<file path="config.mk">
export PLATFORM = sky130hd
export DESIGN_NAME = ir_prefetch_queue
export DESIGN_NICKNAME = d
export VERILOG_FILES = /design/src/rtl/ir_prefetch_queue.sv
export SDC_FILE = /design/constraint.sdc
export NUM_CORES = 1
export LEC_CHECK = 0
export BUFFER_PORTS_ARGS = -buffer_cell sky130_fd_sc_hd__buf_2
export CAP_MARGIN = 20
export CORE_UTILIZATION = 42
export DETAILED_ROUTE_END_ITERATION = 7
export MAX_ROUTING_LAYER = met4
export PLACE_DENSITY = 0.71
export SYNTH_ARGS = -nofsm -noshare
export SYNTH_HDL_FRONTEND = slang
export SYNTH_SLANG_ARGS = --single-unit
</file>
<file path="constraint.sdc">
create_clock -name clk -period 3.7 [get_ports clk]
set_input_delay 0.37 -clock clk [delete_from_list [all_inputs] [get_ports clk]]
set_output_delay 0.37 -clock clk [all_outputs]
set_load 0.01 [all_outputs]
</file>
<file path="src/rtl/ir_prefetch_queue.sv">
`default_nettype none
// ============================================================================
// Module      : ir_prefetch_queue
// Description : Instruction register with a small prefetch queue. Fields of
//               one instruction arrive one per MDR word and are assembled
//               (field 0 = opcode, then operands). Each completed instruction
//               is written into a DEPTH-slot circular queue. The control unit
//               consumes the head instruction through a valid/ready
//               handshake. A synchronous flush discards the queue and any
//               partially assembled instruction (branch redirect).
//
// Ports       : clk         - system clock, rising edge
//               reset_n     - asynchronous active-low reset
//               mdr         - incoming instruction field (DATA_W)
//               mdr_valid   - mdr holds a field to load
//               mdr_ready   - block accepts mdr this cycle
//               flush       - synchronous discard of queue and assembly
//               opcode      - field 0 of head instruction (0 when empty)
//               operands    - fields 1..FIELDS-1 of head, field 1 in LSBs
//               instr_valid - head instruction present
//               instr_ready - consumer takes head instruction
//               count       - number of complete instructions held
//               partial     - fields of an instruction are pending
//
// Revision    : 1.0 - initial release
// ============================================================================
module ir_prefetch_queue #(
   parameter int DATA_W = 8,
   parameter int FIELDS = 2,
   parameter int DEPTH  = 4
) (
   input  logic                         clk,
   input  logic                         reset_n,
   input  logic [DATA_W-1:0]            mdr,
   input  logic                         mdr_valid,
   output logic                         mdr_ready,
   input  logic                         flush,
   output logic [DATA_W-1:0]            opcode,
   output logic [(FIELDS-1)*DATA_W-1:0] operands,
   output logic                         instr_valid,
   input  logic                         instr_ready,
   output logic [$clog2(DEPTH+1)-1:0]   count,
   output logic                         partial
);

   localparam int IDX_W  = $clog2(FIELDS);
   localparam int PTR_W  = $clog2(DEPTH);
   localparam int CNT_W  = $clog2(DEPTH+1);
   localparam int WORD_W = FIELDS*DATA_W;

   localparam logic [IDX_W-1:0] c_IDX_LAST = IDX_W'(FIELDS-1);
   localparam logic [CNT_W-1:0] c_DEPTH    = CNT_W'(DEPTH);

   // Assembly state
   logic [IDX_W-1:0]  r_idx;
   logic [DATA_W-1:0] r_asm [FIELDS-1];

   // Queue state
   logic [WORD_W-1:0] r_mem [DEPTH];
   logic [PTR_W-1:0]  r_wptr;
   logic [PTR_W-1:0]  r_rptr;
   logic [CNT_W-1:0]  r_count;

   logic              w_last;
   logic              w_full;
   logic              w_accept;
   logic              w_push;
   logic              w_pop;
   logic [WORD_W-1:0] w_word;
   logic [WORD_W-1:0] w_head;

   // ------------------------------------------------------------------------
   // Handshake decode
   // ------------------------------------------------------------------------
   assign w_last   = (r_idx == c_IDX_LAST);
   assign w_full   = (r_count == c_DEPTH);
   // Only the final field needs a free slot; earlier fields go into the
   // assembly registers and may be taken while the queue is full. The pop
   // side is deliberately not consulted, keeping mdr_ready free of any
   // combinational path from instr_ready.
   assign mdr_ready   = !(w_last && w_full);
   assign w_accept    = mdr_valid && mdr_ready;
   assign w_push      = w_accept && w_last;
   assign instr_valid = (r_count != '0);
   assign w_pop       = instr_valid && instr_ready;

   // ------------------------------------------------------------------------
   // Completed instruction word: stored fields plus the live mdr as the last
   // field, so the instruction is enqueued on the edge its final field lands.
   // Field k occupies bits [k*DATA_W +: DATA_W].
   // ------------------------------------------------------------------------
   generate
      for (genvar gi = 0; gi < FIELDS-1; gi++) begin : g_pack
         assign w_word[gi*DATA_W +: DATA_W] = r_asm[gi];
      end
   endgenerate
   assign w_word[(FIELDS-1)*DATA_W +: DATA_W] = mdr;

   // ------------------------------------------------------------------------
   // Control state: index, pointers, occupancy. Flush outranks everything.
   // ------------------------------------------------------------------------
   always_ff @(posedge clk or negedge reset_n) begin
      if (!reset_n) begin
         r_idx   <= '0;
         r_wptr  <= '0;
         r_rptr  <= '0;
         r_count <= '0;
      end else if (flush) begin
         r_idx   <= '0;
         r_wptr  <= '0;
         r_rptr  <= '0;
         r_count <= '0;
      end else begin
         if (w_accept) begin
            r_idx <= w_last ? '0 : r_idx + IDX_W'(1);
         end
         // DEPTH is a power of two, so pointers wrap naturally.
         if (w_push) begin
            r_wptr <= r_wptr + PTR_W'(1);
         end
         if (w_pop) begin
            r_rptr <= r_rptr + PTR_W'(1);
         end
         case ({w_push, w_pop})
            2'b10:   r_count <= r_count + CNT_W'(1);
            2'b01:   r_count <= r_count - CNT_W'(1);
            default: r_count <= r_count;
         endcase
      end
   end

   // ------------------------------------------------------------------------
   // Data storage (no reset; contents are qualified by idx/count)
   // ------------------------------------------------------------------------
   always_ff @(posedge clk) begin
      if (!flush) begin
         for (int i = 0; i < FIELDS-1; i++) begin
            if (w_accept && (r_idx == IDX_W'(i))) begin
               r_asm[i] <= mdr;
            end
         end
      end
   end

   always_ff @(posedge clk) begin
      if (!flush && w_push) begin
         r_mem[r_wptr] <= w_word;
      end
   end

   // ------------------------------------------------------------------------
   // Head presentation: zeroed when the queue is empty so stale slot contents
   // never reach the decoder.
   // ------------------------------------------------------------------------
   assign w_head   = r_mem[r_rptr];
   assign opcode   = instr_valid ? w_head[DATA_W-1:0]      : '0;
   assign operands = instr_valid ? w_head[WORD_W-1:DATA_W] : '0;
   assign count    = r_count;
   assign partial  = (r_idx != '0);

endmodule
`default_nettype wire

</file>
==> impl_metrics.ini, run 1 <==
[worst_setup_path]
endpoint_kind = output pin
rr_startpoint = count[1]$_DFFE_PN0P_
cpPeakStageDelay_ns = 0.56
cp.arrival_ns = 2.05
cp_slowest_cell = mux4_2
crit_path_max_fanout = 14
worstPathCellList = buf_4 > mux4_2 > and2_1 > buf_2
cp-startpoint = r_rptr[0]$_DFFE_PN0P_
start_kind = flop
crit_buf_inv = 2
r2r_end = count[2]$_DFFE_PN0P_
worst-setup-path-type = reg -> out
critPathRequiredTime_ns = 3.33
reg2reg_depth = 5
reg2reg_slack_ns = 1.55
cpLargestDelayFamily = multiplexers

[power]
irDropWorstVdd_uv = 378.9
pwr_density_cell_nw_per_um2 = 642.1
power_leakage_nw = 1.332

[floorplan]
rows = 31
initial_core_util = 0.4398
dieWidth_um = 89.62
die-area_um2 = 8032
fp.dieH_um = 89.62
ios = 35
coreArea_um2 = 7331

[placed_design]
place_area_um2 = 3501
io_buffers = 34
finalWeightedCongestion = 0.7254
place_inst = 294
dp.final_hpwl_um = 3173

[synth]
async_reset_ff_frac = 0.1000
synth_seq_area_share = 0.7326
synth_common_cells = edfxtp_1 (72), and2_1 (22), mux4_2 (16)
synth_edf_count = 72
synth_area_leader_cell = edfxtp_1
synth_warnings = 0
synth_most_common_cell = edfxtp_1
ys_types = 30
netlist_area_um2 = 3224
syn_nets = 184
synth_ff_type = edfxtp_1
yosys-top-cells-area = edfxtp_1 (67%), mux4_2 (11%), dfrtp_1 (6.2%)
synthCells = 166
synth-seq-cells = 80
avgSynthCellArea_um2 = 19.42
yosysTopAreaCellShare = 0.6705

[sta]
skew_ns = 0.007345
grt_setup_unrepaired = false
setup_viol = 0
period_share = 0.6536
finalCriticalPeriod_ns = 2.418
finalHoldViolations = 0
slew_viol_final = 0
worstMarginPinSlew_ns = 0.8731
fin_setup_tns_ns = 0
timing.fmax_ghz = 0.4135
slew_headroom = 0.4179

[cts]
cts_root_buf = clkbuf_8
clk_latency_ns = 0.35
cts_tree = built
cts.sinks = 80
cts_buffers = 9
clk_pin_slew_ns = 0.08
postCtsSetupRepairBufs = 0
h-tree-depth = 3
clockBufferDepth = 2

[detailed_routing]
drt-initial-drc-count = 103
wl_um = 4996
vias = 1553
drc = 0
vias_per_cell = 5.010
wl_per_cell_um = 16.12
first_pass_iters = 6
ant_nets = 0

[final_layout]
nFillCells = 577
fin_cells = 310
area.growth.synth_to_final_pct = 15.60
post-route-cell-area_um2 = 3727
drive_gt1_frac = 0.3412
antennaDiodeCount = 0
finalNetCount = 225

[grt]
grt_pass1_vias = 1590
gr-usage-all-layers = 0.1545
overflow = 0
antenna_found_initial = 0
grt_pass1_wl_um = 8245
grt_max_degree = 19

[hold_path]
whs_path_depth = 1
min_path_type = in -> reg
hold-path-endpoint = r_mem[1][13]$_DFFE_PP_
worstHoldStart = mdr[5]

[job]
maxCapViolations = 0

[run_status]
status = finished, final reports clean
placed cells by master, fill, tap and decap left out, drive strengths merged:
master | netlist | routed
mux2i | 3 | 3
and2 | 22 | 22
edfxtp | 72 | 72
nor3 | 2 | 2
bufinv | 0 | 2
buf | 4 | 36
clkbuf | 3 | 9
inv | 2 | 4
fa | 1 | 1
nor2b | 2 | 2
and3b | 1 | 1
dlygate4sd3 | 0 | 1
or3b | 1 | 1
a21oi | 1 | 1
dfrtp | 8 | 8
or4b | 1 | 1
and4b | 1 | 1
o31ai | 1 | 1
nor3b | 2 | 2
xnor2 | 1 | 1
mux2 | 1 | 1
nand3 | 4 | 4
clkinvlp | 0 | 2
nand2b | 2 | 2
nor2 | 7 | 7
ha | 4 | 4
nand2 | 1 | 1
mux4 | 16 | 16
xor2 | 2 | 2
or3 | 1 | 1
cells by family (layout without fill, tap and decap cells):
group / after synthesis / count (layout) / share of synthesized area
and+or+nand+nor: 47 / 47 / 0.09042
muxes: 20 / 20 / 0.1257
DFF: 80 / 80 / 0.7326
adders and majority gates: 5 / 5 / 0.02173
xor gates and xnor gates: 3 / 3 / 0.008150
AOI/OAI and AO/OA: 2 / 2 / 0.008926
buffers and inverters: 9 / 54 / 0.01242
layout make-up:
| type | instances | area (um^2) | area share |
|---|---|---|---|
| Clock buffer | 9 | 123.9 | 0.03323 |
| Timing Repair Buffer | 37 | 195.2 | 0.05237 |
| Multi-Input combinational cell | 77 | 822.0 | 0.2205 |
| Tap cell | 99 | 123.9 | 0.03323 |
| Inverter | 2 | 7.507 | 0.002014 |
| Sequential cell | 80 | 2362 | 0.6338 |
| Clock inverter | 6 | 92.59 | 0.02484 |
worst reg2reg max path: stages, from the launching register on:
cell and delay [ns]:
dfrtp_1 0.46, o31ai_2 0.46, a21oi_4 0.09, fa_1 0.43, or4b_1 0.54, nand3_1 0.10
repair_timing:
| item | CTS | global route |
|---|---|---|
| endpoints found under the hold margin | 8 | 0 |
| hold buffers | 1 | 0 |
| resized for setup | 0 | 0 |
routing by layer:
layer	part of all wire	track usage	vias up
met5	0	-	-
li1	-	-	719
met1	0.42	0.1797	791
met3	0.040	0.06124	10
met4	0.015	0.05195	0
met2	0.52	0.2459	33
where the power goes:
| group | switching [mW] | total [mW] | internal, mW | leakage (nW) |
|---|---|---|---|---|
| Clock | 0.302 | 0.683 | 0.380 | 0.102 |
| Combinational | 0.316 | 0.631 | 0.314 | 0.470 |
| Sequential | 0.0579 | 1.08 | 1.02 | 0.759 |
| Total | 0.677 | 2.39 | 1.72 | 1.33 |
flip-flops by register name, summed over array words and instances, names as in the netlist:
name / flops
r_mem: 64
r_wptr: 2
r_rptr: 2
partial: 1
r_asm: 8
count: 3
worst max-delay path by stage:
stage,to,slack (ns),depth (start not counted)
6_report,opcode[4],1.28,4
5_1_grt,opcode[4],1.14,4
4_1_cts,opcode[3],1.22,4
3_5_place_dp,count[2]$_DFFE_PN0P_,1.57,5
3_3_place_gp,opcode[3],1.61,4
2_1_floorplan,count[2]$_DFFE_PN0P_,1.67,5
stage by stage:
| step | power, mW | util | setup slack (ns) | hold slack [ns] |
|---|---|---|---|---|
| floorplan | 1.534 | - | 1.668 | 0.07441 |
| global placement | 1.739 | 0.4776 | 1.611 | 0.2268 |
| detailed placement | 1.749 | 0.4776 | 1.569 | 0.2277 |
| CTS | 2.428 | 0.5084 | 1.217 | 0.2352 |
| global route | 2.547 | 0.5084 | 1.138 | 0.2322 |
| finish | 2.393 | 0.5084 | 1.282 | 0.2510 |
Power figures use the tool's default switching activity.
==> inputs of run 2 (changes only) <==
--- a/config.mk
+++ b/config.mk
@@ -5,12 +5,13 @@
 export SDC_FILE = /design/constraint.sdc
 export NUM_CORES = 1
 export LEC_CHECK = 0
+export ABC_AREA = 1
 export BUFFER_PORTS_ARGS = -buffer_cell sky130_fd_sc_hd__buf_2
 export CAP_MARGIN = 20
 export CORE_UTILIZATION = 42
 export DETAILED_ROUTE_END_ITERATION = 7
 export MAX_ROUTING_LAYER = met4
-export PLACE_DENSITY = 0.71
+export PLACE_DENSITY = 0.74
 export SYNTH_ARGS = -nofsm -noshare
 export SYNTH_HDL_FRONTEND = slang
 export SYNTH_SLANG_ARGS = --single-unit
==> constraint.sdc (replaced) <==
create_clock -name clk -period 2.2 [get_ports clk]
set_input_delay 0.22 -clock clk [delete_from_list [all_inputs] [get_ports clk]]
set_output_delay 0.22 -clock clk [all_outputs]
set_load 0.01 [all_outputs]
==> impl_metrics.ini, run 2 <==
[placed_design]
dp.final_hpwl_um = 3755
dp_slack_ns = 0.3773
finalWeightedCongestion = 0.8467
place_inst = 401
io_buffers = 34

[final_layout]
antennaDiodeCount = 0
final_common_cell = nor2_1
seq_area_um2 = 2362
fin_cells = 418
nFillCells = 671
mostFrequentLayoutCells = nor2_1 (73), edfxtp_1 (72), buf_2 (34), o21ai_0 (29), a21oi_1 (17)
area.growth.synth_to_final_pct = 13.96
largest_register = r_mem
finalNetCount = 332
drive_gt1_frac = 0.2320
final_core_util = 0.5060
largest_register_ffs = 64
multiInputGateArea_um2 = 803.3

[worst_setup_path]
endpoint_kind = output pin
worst-setup-path-type = reg -> out
rr_startpoint = count[1]$_DFFE_PN0P_
reg2reg_depth = 10
cp.arrival_ns = 1.70
crit_path_max_fanout = 33
reg2reg_slack_ns = 0.36
r2r_end = count[2]$_DFFE_PN0P_
start_kind = flop
critPathRequiredTime_ns = 1.98

[detailed_routing]
vias_per_cell = 4.902
ant_nets = 0
drc = 0
wl_per_cell_um = 14.57
wl_um = 6091
drt-initial-drc-count = 97
vias = 2049
first_pass_iters = 4

[sta]
hold-worst-slack_ns = 0.1061
setup_viol = 0
skew_ns = 0.008629
fin_setup_tns_ns = 0
worstMarginPinSlew_ns = 0.5064
finalCriticalPeriod_ns = 1.923
finalHoldViolations = 0
period_share = 0.8740
finalWorstSetupSlack_ns = 0.2773
slew_headroom = 0.6619
timing.fmax_ghz = 0.5201
slew_viol_final = 0
grt_setup_unrepaired = false

[synth]
synth_warnings = 0
yosysTopAreaCellShare = 0.6538
async_reset_ff_frac = 0.1000
synthCells = 271
synth_edf_count = 72
yosys-top-cells-area = edfxtp_1 (65%), nor2_1 (8.3%), dfrtp_1 (6.1%)
synth_area_leader_cell = edfxtp_1
netlist_area_um2 = 3307
synth_common_cells = nor2_1 (73), edfxtp_1 (72), o21ai_0 (29)
avgSynthCellArea_um2 = 12.20
synth-seq-cells = 80
syn_nets = 289
ys_types = 28
synth_ff_type = edfxtp_1
synth_seq_area_share = 0.7143
synth_most_common_cell = nor2_1

[cts]
clk_pin_slew_ns = 0.08
clk_latency_ns = 0.35
clockBufferDepth = 2
h-tree-depth = 3
cts_root_buf = clkbuf_8
cts_tree = built
cts_resized = 0
cts_buffers = 9
cts.sinks = 80

[power]
p_sw_mw = 1.224
p_clk_frac = 0.252
p_seq_frac = 0.479
combinationalPowerShare = 0.270
power_leakage_nw = 1.428
pwr_density_cell_nw_per_um2 = 978.0
switching_share = 0.3322
irDropWorstVdd_uv = 396.0
p_int_mw = 2.461

[grt]
grt_pass1_wl_um = 10050
overflow = 0
gr-usage-all-layers = 0.1666
grt_pass1_vias = 2048
antenna_found_initial = 0
grt_max_degree = 34

[floorplan]
dieWidth_um = 90.74
die-area_um2 = 8233
rows = 31
initial_core_util = 0.4441
ios = 35
fp.dieH_um = 90.74
coreArea_um2 = 7447

[run_status]
status = finished, final reports clean

[job]
maxCapViolations = 0

[hold_path]
min_path_type = in -> reg
worstHoldStart = mdr[7]
whs_path_depth = 1
hold-path-endpoint = r_mem[1][15]$_DFFE_PP_
==> run 2: changes by cell type in the layout (fill, tap and decap cells not counted), sizes merged, moves of 3 or more <==
cell	previous run	this run
nor2	7	75
clkinv	0	5
mux2i	3	0
buf	36	42
o21ai	0	34
and2	22	0
nand4	0	3
a21oi	1	19
mux4	16	0
inv	4	18
nand2	1	19
==> run 2: repair_timing <==
| action | CTS | global route |
|---|---|---|
| buffers inserted | 0 | 0 |
| hold buffers | 1 | 0 |
| hold endpoints to repair | 8 | 0 |
==> run 2: metrics by stage <==
stage	cell area, um^2	total power, mW
after floorplan	3307	2.473
after global placement	3587	2.772
after detailed placement	3587	2.802
after CTS	3769	3.728
after global routing	3769	3.912
final	3769	3.686
==> run 2: area by class of cell <==
cell class | count | share of cell area
multi-input cells | 162 | 0.2131
clock buffers | 9 | 0.03287
well taps | 99 | 0.03287
repair buffers | 43 | 0.06374
clock inverters | 7 | 0.01262
flip-flops and latches | 80 | 0.6268
inverters | 18 | 0.01793
==> run 2: power by group through the flow <==
stage	registers (mW)	clock network, mW	logic, mW
global route	1.77	1.02	1.11
CTS	1.76	0.952	1.01
detailed placement	1.80	0	1.00
floorplan	1.79	0	0.679
global placement	1.79	0	0.979
finish	1.76	0.928	0.994
==> run 2: how the worst max path moves through the flow <==
| stage | cells past startpoint | end | slack (ns) | startpoint |
|---|---|---|---|---|
| 6_report | 4 | operands[3] | 0.28 | r_rptr[0]$_DFFE_PN0P_ |
| 5_1_grt | 4 | opcode[7] | 0.07 | r_rptr[0]$_DFFE_PN0P_ |
| 2_1_floorplan | 4 | r_mem[0][0]$_DFFE_PP_ | 0.19 | count[0]$_DFFE_PN0P_ |
| 3_3_place_gp | 10 | count[2]$_DFFE_PN0P_ | 0.42 | count[1]$_DFFE_PN0P_ |
| 4_1_cts | 4 | operands[6] | 0.22 | r_rptr[0]$_DFFE_PN0P_ |
| 3_5_place_dp | 10 | count[2]$_DFFE_PN0P_ | 0.38 | count[1]$_DFFE_PN0P_ |
==> run 2: metal layers <==
| layer | part of all wire | global-route usage | routed length (um) |
|---|---|---|---|
| met1 | 0.42 | 0.1979 | 2553 |
| met2 | 0.49 | 0.2576 | 2992 |
| met3 | 0.074 | 0.04125 | 453 |
| met4 | 0.015 | 0.09812 | 90 |
| met5 | 0 | - | 0 |
==> run 2: worst max-delay path, cell delays in order, from the launching register on <==
cell and delay [ns]:
dfrtp_1 0.41, inv_2 0.39, o21ai_0 0.19, a21oi_1 0.20
buf_2 0.16
==> run 2: cells by family (layout without fill, tap and decap cells) <==
group / after synthesis / count (layout) / synth area share
compound gates: 53 / 53 / 0.08475
fa+ha+maj: 5 / 5 / 0.02119
simple gates: 103 / 103 / 0.1343
flops: 80 / 80 / 0.7143
buf+inv: 29 / 77 / 0.04275
xor+xnor: 1 / 1 / 0.002649
